===== src/rtl/alu_arbiter.sv =====
// ---------------------------------------------------------------------------
// alu_arbiter
//
// Shares one combinational ALU between two requesters. Round-robin
// arbitration picks one valid request per cycle. The granted operands are
// muxed onto the ALU in the same cycle. The ALU result, including its carry
// bit, is registered into a one-entry response slot for the winning port.
// Control codes the ALU does not support are not forwarded to the ALU. They
// return an error response with a zero result instead.
//
// Ports
//   clk, reset_b            rising-edge clock, async active-low reset
//   reqN_valid/ready        request handshake, requester N (N = 0, 1)
//   reqN_in1/in2/ctrl       operands and ALU control code
//   rspN_valid/ready        response handshake, requester N
//   rspN_result/err         captured ALU result / unsupported-code flag
//   alu_in1/in2/control     drive to the shared ALU
//   alu_result              combinational result from the shared ALU
// ---------------------------------------------------------------------------
module alu_arbiter #(
   parameter int REG_WIDTH = 32
) (
   input  logic                 clk,
   input  logic                 reset_b,

   input  logic                 req0_valid,
   output logic                 req0_ready,
   input  logic [REG_WIDTH-1:0] req0_in1,
   input  logic [REG_WIDTH-1:0] req0_in2,
   input  logic [3:0]           req0_ctrl,
   output logic                 rsp0_valid,
   input  logic                 rsp0_ready,
   output logic [REG_WIDTH:0]   rsp0_result,
   output logic                 rsp0_err,

   input  logic                 req1_valid,
   output logic                 req1_ready,
   input  logic [REG_WIDTH-1:0] req1_in1,
   input  logic [REG_WIDTH-1:0] req1_in2,
   input  logic [3:0]           req1_ctrl,
   output logic                 rsp1_valid,
   input  logic                 rsp1_ready,
   output logic [REG_WIDTH:0]   rsp1_result,
   output logic                 rsp1_err,

   output logic [REG_WIDTH-1:0] alu_in1,
   output logic [REG_WIDTH-1:0] alu_in2,
   output logic [3:0]           alu_control,
   input  logic [REG_WIDTH:0]   alu_result
);

   function automatic logic ctrl_supported(input logic [3:0] code);
      logic ok;
      case (code)
         4'b0000, 4'b0001, 4'b0010, 4'b0011,
         4'b0110, 4'b0111, 4'b1000, 4'b1001: ok = 1'b1;
         default:                            ok = 1'b0;
      endcase
      return ok;
   endfunction

   logic elig0, elig1;
   logic grant0, grant1;
   logic last;          // port that won the most recent grant
   logic sup0, sup1;

   assign sup0 = ctrl_supported(req0_ctrl);
   assign sup1 = ctrl_supported(req1_ctrl);

   // A port may issue when its slot is empty or drains in this same cycle.
   // Grants are forced low while reset is asserted. This is needed because
   // the slots read as empty during reset and would otherwise let a request
   // through.
   always_comb begin
      elig0 = req0_valid & (~rsp0_valid | rsp0_ready);
      elig1 = req1_valid & (~rsp1_valid | rsp1_ready);
      grant0 = 1'b0;
      grant1 = 1'b0;
      if (reset_b) begin
         if (elig0 && elig1) begin
            grant0 = last;
            grant1 = ~last;
         end else begin
            grant0 = elig0;
            grant1 = elig1;
         end
      end
   end

   assign req0_ready = grant0;
   assign req1_ready = grant1;

   // The ALU sees all-zero inputs when idle or for an unsupported code.
   // This keeps illegal codes away from the ALU.
   always_comb begin
      alu_in1     = '0;
      alu_in2     = '0;
      alu_control = 4'b0000;
      if (grant0) begin
         alu_in1     = req0_in1;
         alu_in2     = req0_in2;
         alu_control = sup0 ? req0_ctrl : 4'b0000;
      end else if (grant1) begin
         alu_in1     = req1_in1;
         alu_in2     = req1_in2;
         alu_control = sup1 ? req1_ctrl : 4'b0000;
      end
   end

   always_ff @(posedge clk or negedge reset_b) begin
      if (!reset_b) begin
         last <= 1'b1;
      end else if (grant0) begin
         last <= 1'b0;
      end else if (grant1) begin
         last <= 1'b1;
      end
   end

   // Response slot 0. An accept that arrives while the slot drains
   // overwrites the slot, so rsp0_valid stays high for back-to-back results.
   always_ff @(posedge clk or negedge reset_b) begin
      if (!reset_b) begin
         rsp0_valid  <= 1'b0;
         rsp0_result <= '0;
         rsp0_err    <= 1'b0;
      end else if (grant0) begin
         rsp0_valid  <= 1'b1;
         rsp0_result <= sup0 ? alu_result : '0;
         rsp0_err    <= ~sup0;
      end else if (rsp0_valid && rsp0_ready) begin
         rsp0_valid  <= 1'b0;
      end
   end

   // Response slot 1
   always_ff @(posedge clk or negedge reset_b) begin
      if (!reset_b) begin
         rsp1_valid  <= 1'b0;
         rsp1_result <= '0;
         rsp1_err    <= 1'b0;
      end else if (grant1) begin
         rsp1_valid  <= 1'b1;
         rsp1_result <= sup1 ? alu_result : '0;
         rsp1_err    <= ~sup1;
      end else if (rsp1_valid && rsp1_ready) begin
         rsp1_valid  <= 1'b0;
      end
   end

endmodule


===== config.mk =====
export PLATFORM = sky130hd
export DESIGN_NAME = alu_arbiter
export DESIGN_NICKNAME = d
export VERILOG_FILES = /design/src/rtl/alu_arbiter.sv
export SDC_FILE = /design/constraint.sdc
export NUM_CORES = 1
export LEC_CHECK = 0
export CORE_AREA = 5 5 120 122
export CTS_BUF_LIST = sky130_fd_sc_hd__clkbuf_2
export DETAILED_ROUTE_END_ITERATION = 8
export DIE_AREA = 0 0 125 127
export PLACE_DENSITY = 0.71
export SETUP_SLACK_MARGIN = 0.1
export SLEW_MARGIN = 20
export SYNTH_ARGS = -nofsm -noshare
export SYNTH_HDL_FRONTEND = slang
export SYNTH_SLANG_ARGS = --single-unit

===== constraint.sdc =====
create_clock -name clk -period 3.4 [get_ports clk]
set_input_delay 0.34 -clock clk [delete_from_list [all_inputs] [get_ports clk]]
set_output_delay 0.34 -clock clk [all_outputs]
set_load 0.05 [all_outputs]

==> results of run 1 <==
how the worst max path moves through the flow:
| stage | end | startpoint |
|---|---|---|
| 6_report | alu_in2[6] | last |
| 3_3_place_gp | alu_in2[31] | rsp1_ready |
| 4_1_cts | alu_in2[3] | last |
| 3_5_place_dp | alu_in2[3] | rsp1_ready |
| 5_1_grt | alu_in2[6] | last |
| 2_1_floorplan | alu_control[1] | rsp1_valid |
final cells by class:
type                            instances  area [µm²]  share of cell area
Antenna cell                            9        22.5             0.00328
Clock buffer                           10        50.0             0.00730
Clock inverter                          6        86.3              0.0126
Inverter                                4        17.5             0.00255
Multi-Input combinational cell        292        1580               0.231
Sequential cell                        71        1780               0.259
Tap cell                              176         220              0.0321
Timing Repair Buffer                  324        3100               0.452
worst register-to-register path: cells and delay by family, from the launching register on:
| family | cells | cell delay [ns] |
|---|---|---|
| compound gates | 1 | 0.23 |
| buf+inv | 2 | 0.64 |
| flops | 1 | 0.60 |
| simple gates | 3 | 0.30 |
power by group through the flow:
stage / logic (mW) / clock network, mW / registers (mW)
2_1_floorplan: 0.541 / 0 / 1.66
3_3_place_gp: 1.87 / 0 / 1.10
3_5_place_dp: 1.87 / 0 / 1.11
4_1_cts: 1.88 / 0.568 / 1.10
5_1_grt: 1.95 / 0.605 / 1.12
6_report: 1.87 / 0.554 / 1.10
placed cells by master (no fill, tap or decap):
cell,count
sky130_fd_sc_hd__mux2i_4,2
sky130_fd_sc_hd__nand2_1,139
sky130_fd_sc_hd__o21ai_1,1
sky130_fd_sc_hd__clkbuf_2,10
sky130_fd_sc_hd__bufinv_16,2
sky130_fd_sc_hd__buf_4,75
sky130_fd_sc_hd__dfrtp_1,70
sky130_fd_sc_hd__clkinvlp_4,1
sky130_fd_sc_hd__o21ai_0,1
sky130_fd_sc_hd__nor2_1,3
sky130_fd_sc_hd__nand2b_1,3
sky130_fd_sc_hd__nand4b_1,1
sky130_fd_sc_hd__a211o_1,1
sky130_fd_sc_hd__o31ai_1,1
sky130_fd_sc_hd__nand3_1,70
sky130_fd_sc_hd__buf_2,1
sky130_fd_sc_hd__clkinv_4,1
sky130_fd_sc_hd__o32ai_1,1
sky130_fd_sc_hd__inv_1,2
sky130_fd_sc_hd__buf_12,5
sky130_fd_sc_hd__a21oi_1,1
sky130_fd_sc_hd__nor2b_1,2
sky130_fd_sc_hd__and2_1,1
sky130_fd_sc_hd__clkinv_2,4
sky130_fd_sc_hd__o211ai_1,1
sky130_fd_sc_hd__clkdlybuf4s50_1,243
sky130_fd_sc_hd__dfstp_2,1
sky130_fd_sc_hd__diode_2,9
sky130_fd_sc_hd__a22o_1,64
registers in the layout, indices dropped and copies added (netlist names):
register and flops:
rsp0_result 33, rsp1_result 33, last 1, rsp0_err 1, rsp0_valid 1, rsp1_err 1
rsp1_valid 1
per-layer routing:
metal | global-route usage | vias to the layer above | share of wire
li1 | - | 2000 | -
met1 | 0.231 | 2012 | 0.34
met2 | 0.388 | 225 | 0.53
met3 | 0.0818 | 18 | 0.10
met4 | 0.113 | 0 | 0.025
met5 | 0 | - | 0
cells by family after synthesis:
group / after synthesis
simple gates: 219
compound gates: 71
flops: 71
buf+inv: 39
mux: 2
stage by stage:
| stage | util | area, µm² | hold WS, ns | setup slack [ns] |
|---|---|---|---|---|
| 2_1_floorplan | - | 3530 | 0.0444 | 0.590 |
| 3_3_place_gp | 0.512 | 6700 | 0.449 | 0.705 |
| 3_5_place_dp | 0.512 | 6700 | 0.455 | 0.730 |
| 4_1_cts | 0.522 | 6840 | 0.0184 | 0.456 |
| 5_1_grt | 0.524 | 6860 | 0.0534 | 0.338 |
| 6_report | 0.524 | 6860 | 0.0304 | 0.528 |
==> flow_metrics.tcl, run 1 <==
set metrics [dict create \
    outcome "finished, final reports clean" \
    finalPower_mw 3.52 \
    seqPwrFrac 0.311 \
    maxSlewViolCount 0 \
    pin_count_of_the_biggest_net_entering_global_routing 72 \
    synthesized_area_fraction_occupied_by_and_or_nand_nor_cells 0.263 \
    timing.clock.skew_ns 0.0257 \
    synth.mux.area_fraction 0.00567 \
    crit_buf_inv 3 \
    route.detailed.vias_per_inst 4.77 \
    dieWidth_um 125 \
    number_of_enable_type_register_cells_in_the_synthesized_netlist 0 \
    pwr-share-comb 0.531 \
    holdCritPathClass "in2async" \
    yosysTopAreaCellShare 0.496 \
    synth_compound_area_frac 0.172 \
    timing.max_slew.rel_slack 0.418 \
    tightest_slew_ns 0.873 \
    worst_path_largest_cell_delay_ns 0.60 \
    firstDrtPassIters 7 \
    grt_pass1_vias 4553 \
    ctsLongestPathBuffers 2 \
    synth-adder-area-share 0 \
    core-area_um2 13100 \
    remaining_drc_errors 0 \
    detail_route.wl_per_cell_um 20.7 \
    total_number_of_vias 4255 \
    initial_core_util 0.270 \
    yosys_most_used_dff "sky130_fd_sc_hd__dfrtp_1" \
    clock_net_sink_count 71 \
    synth-seq-area-share 0.503 \
    tritoncts "yes" \
    rrSetupSlack_ns 1.56 \
    timing.critical_path.required_ns 3.06 \
    top_level_ports 315 \
    htree_depth 3 \
    p_int_mw 1.91 \
    num-fill-cells 1166 \
    total_switching_power_mw 1.61 \
    final_cells 892 \
    power_density_nw_per_um2 513 \
    drtAntennaViolNets 0 \
    die_y_um 127 \
    drt-total-wl_mm 18.5 \
    cts.reportedPaths.clkPinSlew_ns 0.20 \
    slowest_stage "sky130_fd_sc_hd__dfstp_2" \
    cp-end-kind "output pin" \
    ir_worst_vdd_uv 183 \
    maxClockFrequency_ghz 0.348 \
    placed_cells 867 \
    dpl.hpwl_mm 14.5 \
    drtIter0Drc 279 \
    p_sw_frac 0.458 \
    areaGrowthSynthToFinish_pct 94.1 \
    post-cts-setup-buffers 0 \
    postCtsHoldBufs 0 \
    fin_tns_setup_ns 0 \
    cellLeakagePower_nw 3.25 \
    worstReg2RegEnd "rsp1_result[4]" \
    share_of_total_power_in_the_clock_network 0.158 \
    maxCapViolCount 0 \
    most_instantiated_library_cell_after_synthesis "sky130_fd_sc_hd__nand2_1" \
    row_count 42 \
    yosysTopAreaCell "sky130_fd_sc_hd__dfrtp_1" \
    async_flop_share 1.00 \
    root_buffer "sky130_fd_sc_hd__clkbuf_2" \
    synth.lib_cells_used.distinct 24 \
    critPathMaxFanout 64 \
    setup_violations 0 \
    synthCells 402 \
    combinational_family_with_the_most_area_after_synthesis "simple AND/OR/NAND/NOR gates" \
    syn_avg_cell_area_um2 8.79 \
    finalHoldViolations 0 \
    globalRoute.totalOverflow 0 \
    yosys.area_share.xor_xnor 0 \
    rsz0062_at_grt "no" \
    synth_seq_cells 71 \
    criticalPathCategory "reg2out" \
    share_of_post_route_cells_with_drive_strength_above_1 0.144 \
    source_to_sink_clock_delay_at_the_later_pin_of_the_worst_skew_pair_ns 0.51 \
    worst-r2r-cell-count 6 \
    cts_made_buffers 9 \
    cp_cell_sequence "nor2b_1 > a211o_1 > clkinv_2 > buf_12 > a22o_1 > buf_12" \
    post_synth_main_area_contributors "sky130_fd_sc_hd__dfrtp_1 (50%), sky130_fd_sc_hd__a22o_1 (16%), sky130_fd_sc_hd__nand2_1 (15%), sky130_fd_sc_hd__nand3_1 (9.9%), sky130_fd_sc_hd__buf_2 (2.0%)" \
    numPortBuffers 314 \
    synth-warning-count 0 \
    synth.cell_area_um2 3530 \
    crit_family "buffers and inverters" \
    ys_top_cells_by_count "sky130_fd_sc_hd__nand2_1 (139), sky130_fd_sc_hd__dfrtp_1 (70), sky130_fd_sc_hd__nand3_1 (70)" \
    critical_path.startpoint_type "register" \
    routabilityCongestion 0.975 \
    globalRouteTotalUtil 0.220 \
    post-route-min-period_ns 2.87 \
    antenna_found_initial 9 \
    fin_nets 877 \
    timing.critical_path.mode_cell "sky130_fd_sc_hd__buf_12" \
    full_die_area_um2 15900 \
    cp.arrival_ns 2.53 \
    synthesis.nets 577 \
    cts.repair.resized 0 \
    crit_cells 6 \
    post-route-period-util 0.845 \
    reg2reg_from "last" \
    grt_pass1_wl_mm 27.1 \
]
No activity file was read; power rests on OpenSTA's default activity.
==> inputs of run 2 (changes only) <==
--- a/config.mk
+++ b/config.mk
@@ -9,7 +9,7 @@
 export CTS_BUF_LIST = sky130_fd_sc_hd__clkbuf_2
 export DETAILED_ROUTE_END_ITERATION = 8
 export DIE_AREA = 0 0 125 127
-export PLACE_DENSITY = 0.71
+export PLACE_DENSITY = 0.74
 export SETUP_SLACK_MARGIN = 0.1
 export SLEW_MARGIN = 20
 export SYNTH_ARGS = -nofsm -noshare
==> constraint.sdc (replaced) <==
create_clock -name clk -period 2.3 [get_ports clk]
set_input_delay 0.23 -clock clk [delete_from_list [all_inputs] [get_ports clk]]
set_output_delay 0.23 -clock clk [all_outputs]
set_load 0.05 [all_outputs]
==> run 2 against run 1 <==
  * The run now ends with setup timing left
  * Worst setup slack lost 0.69 ns
  * Sequential cell count is the same
  * Critical path depth grew 2
  * Global-route usage grew 0.52 points
  * Worst hold slack gained 0.079 ns
  * Total power grew 64%
  * Utilization grew 13 points
  * Register-to-register slack lost 1.3 ns
  * Combinational power grew 79%
  * Final area grew 24%
  * Non-clock buffer count grew 31
  * Clock skew grew 0.016 ns
  * Critical path type unchanged
==> flow_metrics.tcl, run 2 (same netlist as run 1, synthesis figures left out) <==
set metrics [dict create \
    outcome "finished with violations" \
    violations "setup timing" \
    critical_path.startpoint_type "register" \
    initial_core_util 0.270 \
    ctsLongestPathBuffers 2 \
    drtIter0Drc 395 \
    die_y_um 127 \
    timing.critical_path.required_ns 2.07 \
    fin_nets 908 \
    dieWidth_um 125 \
    detail_route.wl_per_cell_um 21.0 \
    ir_worst_vdd_uv 255 \
    numPortBuffers 314 \
    firstDrtPassIters 7 \
    critPathMaxFanout 8 \
    cellLeakagePower_nw 3.90 \
    cp-end-kind "output pin" \
    post-route-min-period_ns 2.46 \
    antenna_diode_count 0 \
    cts_made_buffers 9 \
    place_ws_ns 0.117 \
    remaining_drc_errors 0 \
    full_die_area_um2 15900 \
    share_of_post_route_cells_with_drive_strength_above_1 0.233 \
    timing.max_slew.rel_slack 0.433 \
    criticalPathCategory "reg2out" \
    grt_pass1_vias 4795 \
    final.hold.worst_slack_ns 0.109 \
    clock_net_sink_count 71 \
    drt-total-wl_mm 19.2 \
    root_buffer "sky130_fd_sc_hd__clkbuf_2" \
    maxClockFrequency_ghz 0.407 \
    power_density_nw_per_um2 678 \
    cts.reportedPaths.clkPinSlew_ns 0.23 \
    cp.arrival_ns 2.23 \
    tightest_slew_ns 0.850 \
    reg.largest.list "rsp0_result (33), rsp1_result (33)" \
    source_to_sink_clock_delay_at_the_later_pin_of_the_worst_skew_pair_ns 0.50 \
    htree_depth 3 \
    most_common_library_cell_in_the_layout_ignoring_fill_and_taps "sky130_fd_sc_hd__clkdlybuf4s50_1" \
    grt_pass1_wl_mm 28.2 \
    pin_count_of_the_biggest_net_entering_global_routing 69 \
    globalRoute.totalOverflow 0 \
    route.detailed.vias_per_inst 4.95 \
    num-fill-cells 967 \
    rsz0062_at_grt "yes" \
    total_number_of_vias 4520 \
    globalRouteTotalUtil 0.225 \
    antenna_found_initial 0 \
    maxCapViolCount 0 \
    leading_cell_types_in_the_layout_fill_and_taps_excluded "sky130_fd_sc_hd__clkdlybuf4s50_1 (243), sky130_fd_sc_hd__nand2_1 (137), sky130_fd_sc_hd__buf_12 (76), sky130_fd_sc_hd__nand3_1 (70), sky130_fd_sc_hd__dfrtp_1 (70)" \
    top_level_ports 315 \
    routabilityCongestion 0.852 \
    dpl.hpwl_mm 14.1 \
    timing.clock.skew_ns 0.0419 \
    postLayoutSetupSlackWorst_ns -0.158 \
    maxSlewViolCount 0 \
    core-area_um2 13100 \
    post-route-period-util 1.07 \
    areaGrowthSynthToFinish_pct 141 \
    tritoncts "yes" \
    setup_violations 69 \
    drtAntennaViolNets 0 \
    row_count 42 \
    holdCritPathClass "in2async" \
    finalHoldViolations 0 \
]
run 2: changes by cell type in the layout (fill, tap and decap cells not counted), moves of 2 or more:
cell and delta:
sky130_fd_sc_hd__buf_12 +71, sky130_fd_sc_hd__buf_4 -57, sky130_fd_sc_hd__a22o_1 -37, sky130_fd_sc_hd__a22o_4 +37, sky130_fd_sc_hd__diode_2 -9, sky130_fd_sc_hd__buf_6 +6, sky130_fd_sc_hd__buf_16 +4, sky130_fd_sc_hd__clkbuf_16 +4
sky130_fd_sc_hd__clkinv_2 -3, sky130_fd_sc_hd__dlygate4sd3_1 +2, sky130_fd_sc_hd__nand2_1 -2, sky130_fd_sc_hd__nand2_2 +2
run 2: layout make-up:
type,count,area (µm²),area share
clock buffers,10,50.0,0.00589
flip-flops and latches,71,1780,0.209
inverters,4,25.0,0.00294
well taps,176,220,0.0259
multi-input cells,292,1940,0.228
repair buffers,355,4410,0.518
clock inverters,6,85.1,0.0100
run 2: critical path, cell delays in order (launching register included):
cell	delay, ns
sky130_fd_sc_hd__dfstp_2	0.59
sky130_fd_sc_hd__nor2b_1	0.05
sky130_fd_sc_hd__a211o_1	0.30
sky130_fd_sc_hd__inv_4	0.08
sky130_fd_sc_hd__buf_12	0.12
sky130_fd_sc_hd__buf_12	0.11
sky130_fd_sc_hd__buf_16	0.13
sky130_fd_sc_hd__a22o_1	0.19
sky130_fd_sc_hd__buf_12	0.15
run 2: per-stage QoR:
stage | total power [mW] | cell area (µm²) | utilization | TNS [ns] | instances
4_1_cts | 5.70 | 8180 | 0.625 | -12.88 | 901
2_1_floorplan | 3.26 | 3550 | - | 0 | 402
3_3_place_gp | 4.71 | 7600 | 0.581 | 0 | 873
5_1_grt | 6.00 | 8500 | 0.650 | -16.39 | 914
3_5_place_dp | 4.75 | 7600 | 0.581 | 0 | 873
6_report | 5.76 | 8500 | 0.650 | -8.69 | 914
run 2: metal layers:
layer,track usage,vias up,share of wire
met4,0.0670,0,0.023
li1,-,2059,-
met2,0.416,233,0.54
met5,0,-,0
met3,0.0793,29,0.082
met1,0.243,2199,0.36
run 2: where the power goes:
| group | internal (mW) | switching (mW) | total (mW) | leakage [nW] |
|---|---|---|---|---|
| clock | 0.361 | 0.445 | 0.806 | 0.0795 |
| sequential | 1.48 | 0.131 | 1.61 | 0.926 |
| combinational | 1.40 | 1.94 | 3.34 | 2.89 |
run 2: path summary, 6_finish.rpt:
| check | endpoint | startpoint | slack [ns] | depth (start not counted) |
|---|---|---|---|---|
| max | alu_in1[28] | last | -0.16 | 8 |
| max in group asynchronous | rsp1_result[20] | reset_b | 1.19 | 3 |
| max reg2reg | rsp0_result[16] | last | 0.26 | 10 |
| min reg2reg | rsp0_result[18] | rsp0_result[18] | 0.49 | 2 |
| min in group clk | last | reset_b | 0.20 | 4 |
| min | rsp1_valid | reset_b | 0.11 | 2 |
run 2: what timing repair did:
action | in CTS | in global routing
gates cloned | 4 | 10
hold buffers | 2 | 0
endpoints found under the hold margin | 3 | 0
setup buffers | 6 | 3
resized for setup | 36 | 18
endpoints found under the setup margin | 70 | 70
pin swaps | 5 | 7
==> inputs of run 3 (changes only) <==
--- a/config.mk
+++ b/config.mk
@@ -9,7 +9,7 @@
 export CTS_BUF_LIST = sky130_fd_sc_hd__clkbuf_2
 export DETAILED_ROUTE_END_ITERATION = 8
 export DIE_AREA = 0 0 125 127
-export PLACE_DENSITY = 0.74
+export PLACE_DENSITY_LB_ADDON = 0.2
 export SETUP_SLACK_MARGIN = 0.1
 export SLEW_MARGIN = 20
 export SYNTH_ARGS = -nofsm -noshare
==> run 3 against run 2 <==
  * The run still ends with setup timing left
  * Clock skew shrank 0.014 ns
  * Wire length grew 2.6%
  * Utilization shrank 6.4 points
  * Maximum frequency grew 1.4%
  * Non-clock buffer count grew 1
  * Final cell count grew 0.88%
  * First-iteration DRC count shrank 28%
  * Total power shrank 8.9%
  * Worst hold slack gained 0.080 ns
  * Via count shrank 0.33%
  * Die area is the same
  * Global-route usage grew 0.077 points
  * Largest power group unchanged
==> flow_metrics.tcl, run 3 (same netlist as run 1, synthesis figures left out) <==
set metrics [dict create \
    routabilityCongestion 0.906 \
    top_level_ports 315 \
    final.hold.worst_slack_ns 0.190 \
    route.detailed.vias_per_inst 4.89 \
    cts_made_buffers 9 \
    initial_core_util 0.270 \
    htree_depth 3 \
    pin_count_of_the_biggest_net_entering_global_routing 58 \
    timing.critical_path.mode_cell "sky130_fd_sc_hd__buf_12" \
    cellLeakagePower_nw 3.58 \
    total_number_of_vias 4505 \
    placed_cells 874 \
    postLayoutSetupSlackWorst_ns -0.123 \
    timing.clock.skew_ns 0.0282 \
    grt_pass1_vias 4665 \
    cp_cell_sequence "nor2b_1 > a211o_1 > buf_4 > buf_12 > o32ai_4 > buf_12" \
    maxClockFrequency_ghz 0.413 \
    row_count 42 \
    full_die_area_um2 15900 \
    reg.largest.list "rsp0_result (33), rsp1_result (33)" \
    tritoncts "yes" \
    cp-end-kind "output pin" \
    drtIter0Drc 286 \
    post-route-period-util 1.05 \
    numPortBuffers 314 \
    most_common_library_cell_in_the_layout_ignoring_fill_and_taps "sky130_fd_sc_hd__clkdlybuf4s50_1" \
    slowest_stage "sky130_fd_sc_hd__dfstp_2" \
    drtAntennaViolNets 0 \
    final_core_utilization 0.586 \
    critPathMaxFanout 15 \
    root_buffer "sky130_fd_sc_hd__clkbuf_2" \
    drt-total-wl_mm 19.7 \
    post-route-min-period_ns 2.42 \
    firstDrtPassIters 4 \
    grt_pass1_wl_mm 27.6 \
    core-area_um2 13100 \
    violations "setup timing" \
    power_density_nw_per_um2 685 \
    ctsLongestPathBuffers 2 \
    rsz0062_at_grt "yes" \
    source_to_sink_clock_delay_at_the_later_pin_of_the_worst_skew_pair_ns 0.52 \
    maxSlewViolCount 0 \
    num-fill-cells 1093 \
    cp.arrival_ns 2.19 \
    criticalPathCategory "reg2out" \
    fin_nets 909 \
    outcome "finished with violations" \
    cts.reportedPaths.clkPinSlew_ns 0.16 \
    post-route-cell-area_um2 7660 \
    globalRouteTotalUtil 0.226 \
    ir_worst_vdd_uv 238 \
    finalHoldViolations 0 \
    globalRoute.totalOverflow 0 \
    clock_net_sink_count 71 \
    worst_path_largest_cell_delay_ns 0.58 \
    share_of_post_route_cells_with_drive_strength_above_1 0.192 \
    leading_cell_types_in_the_layout_fill_and_taps_excluded "sky130_fd_sc_hd__clkdlybuf4s50_1 (243), sky130_fd_sc_hd__nand2_1 (138), sky130_fd_sc_hd__dfrtp_1 (70), sky130_fd_sc_hd__nand3_1 (69), sky130_fd_sc_hd__buf_6 (67)" \
    holdCritPathClass "in2reg" \
    die_y_um 127 \
    finalPower_mw 5.25 \
    tightest_slew_ns 0.730 \
    maxCapViolCount 0 \
    timing.max_slew.rel_slack 0.513 \
    final_cells 922 \
    dpl.hpwl_mm 14.4 \
    remaining_drc_errors 0 \
    setup_violations 68 \
    critical_path.startpoint_type "register" \
    antenna_found_initial 8 \
    timing.critical_path.required_ns 2.07 \
    dieWidth_um 125 \
    placed_area_um2 6790 \
    fin_tns_setup_ns -5.25 \
    areaGrowthSynthToFinish_pct 117 \
    detail_route.wl_per_cell_um 21.4 \
    place_ws_ns 0.0953 \
]
-- run 3: worst max-delay path: cells and delay by family, from the launching register on --
kind,cells,cell delay [ns]
DFF,1,0.58
and+or+nand+nor,1,0.06
AOI/OAI and AO/OA,2,0.58
buffers and inverters,3,0.48
-- run 3: area by class of cell --
class,instances,area [µm²],share of cell area
Multi-Input combinational cell,292,1660,0.217
Inverter,4,33.8,0.00441
Antenna cell,8,20.0,0.00261
Timing Repair Buffer,356,3870,0.505
Sequential cell,71,1780,0.232
Tap cell,176,220,0.0287
Clock inverter,3,21.3,0.00278
Clock buffer,12,60.1,0.00784
-- run 3: metal layers --
layer | up-vias | global-route usage | wire length (µm)
li1 | 2079 | - | -
met5 | - | 0 | 0
met1 | 2177 | 0.230 | 6890
met3 | 31 | 0.0872 | 1700
met4 | 0 | 0.110 | 528
met2 | 218 | 0.408 | 10600
-- run 3: what timing repair did --
action	4_1_cts	5_1_grt
gates resized for setup	70	28
hold buffers	1	0
cloned	3	7
endpoints found under the setup margin	70	70
pin swaps	2	11
buffers inserted	7	8
endpoints found under the hold margin	71	0
-- run 3: path summary, 6_finish.rpt --
| check | to | start | depth (start not counted) | slack, ns |
|---|---|---|---|---|
| max in group asynchronous | rsp0_result[0] | reset_b | 3 | 1.36 |
| worst min register to register | rsp1_result[8] | rsp1_result[8] | 2 | 0.49 |
| worst max register to register | rsp1_err | last | 7 | 0.42 |
| worst min-delay path | last | reset_b | 4 | 0.19 |
| min in group asynchronous | rsp1_result[26] | reset_b | 3 | 0.23 |
| worst max-delay path | alu_control[1] | last | 6 | -0.12 |
-- run 3: report_power, final --
group          switching [mW]  internal, mW  total [mW]  leakage (nW)
sequential              0.134          1.48        1.62         0.926
clock                   0.438         0.150       0.588        0.0581
combinational            1.87          1.18        3.05          2.60
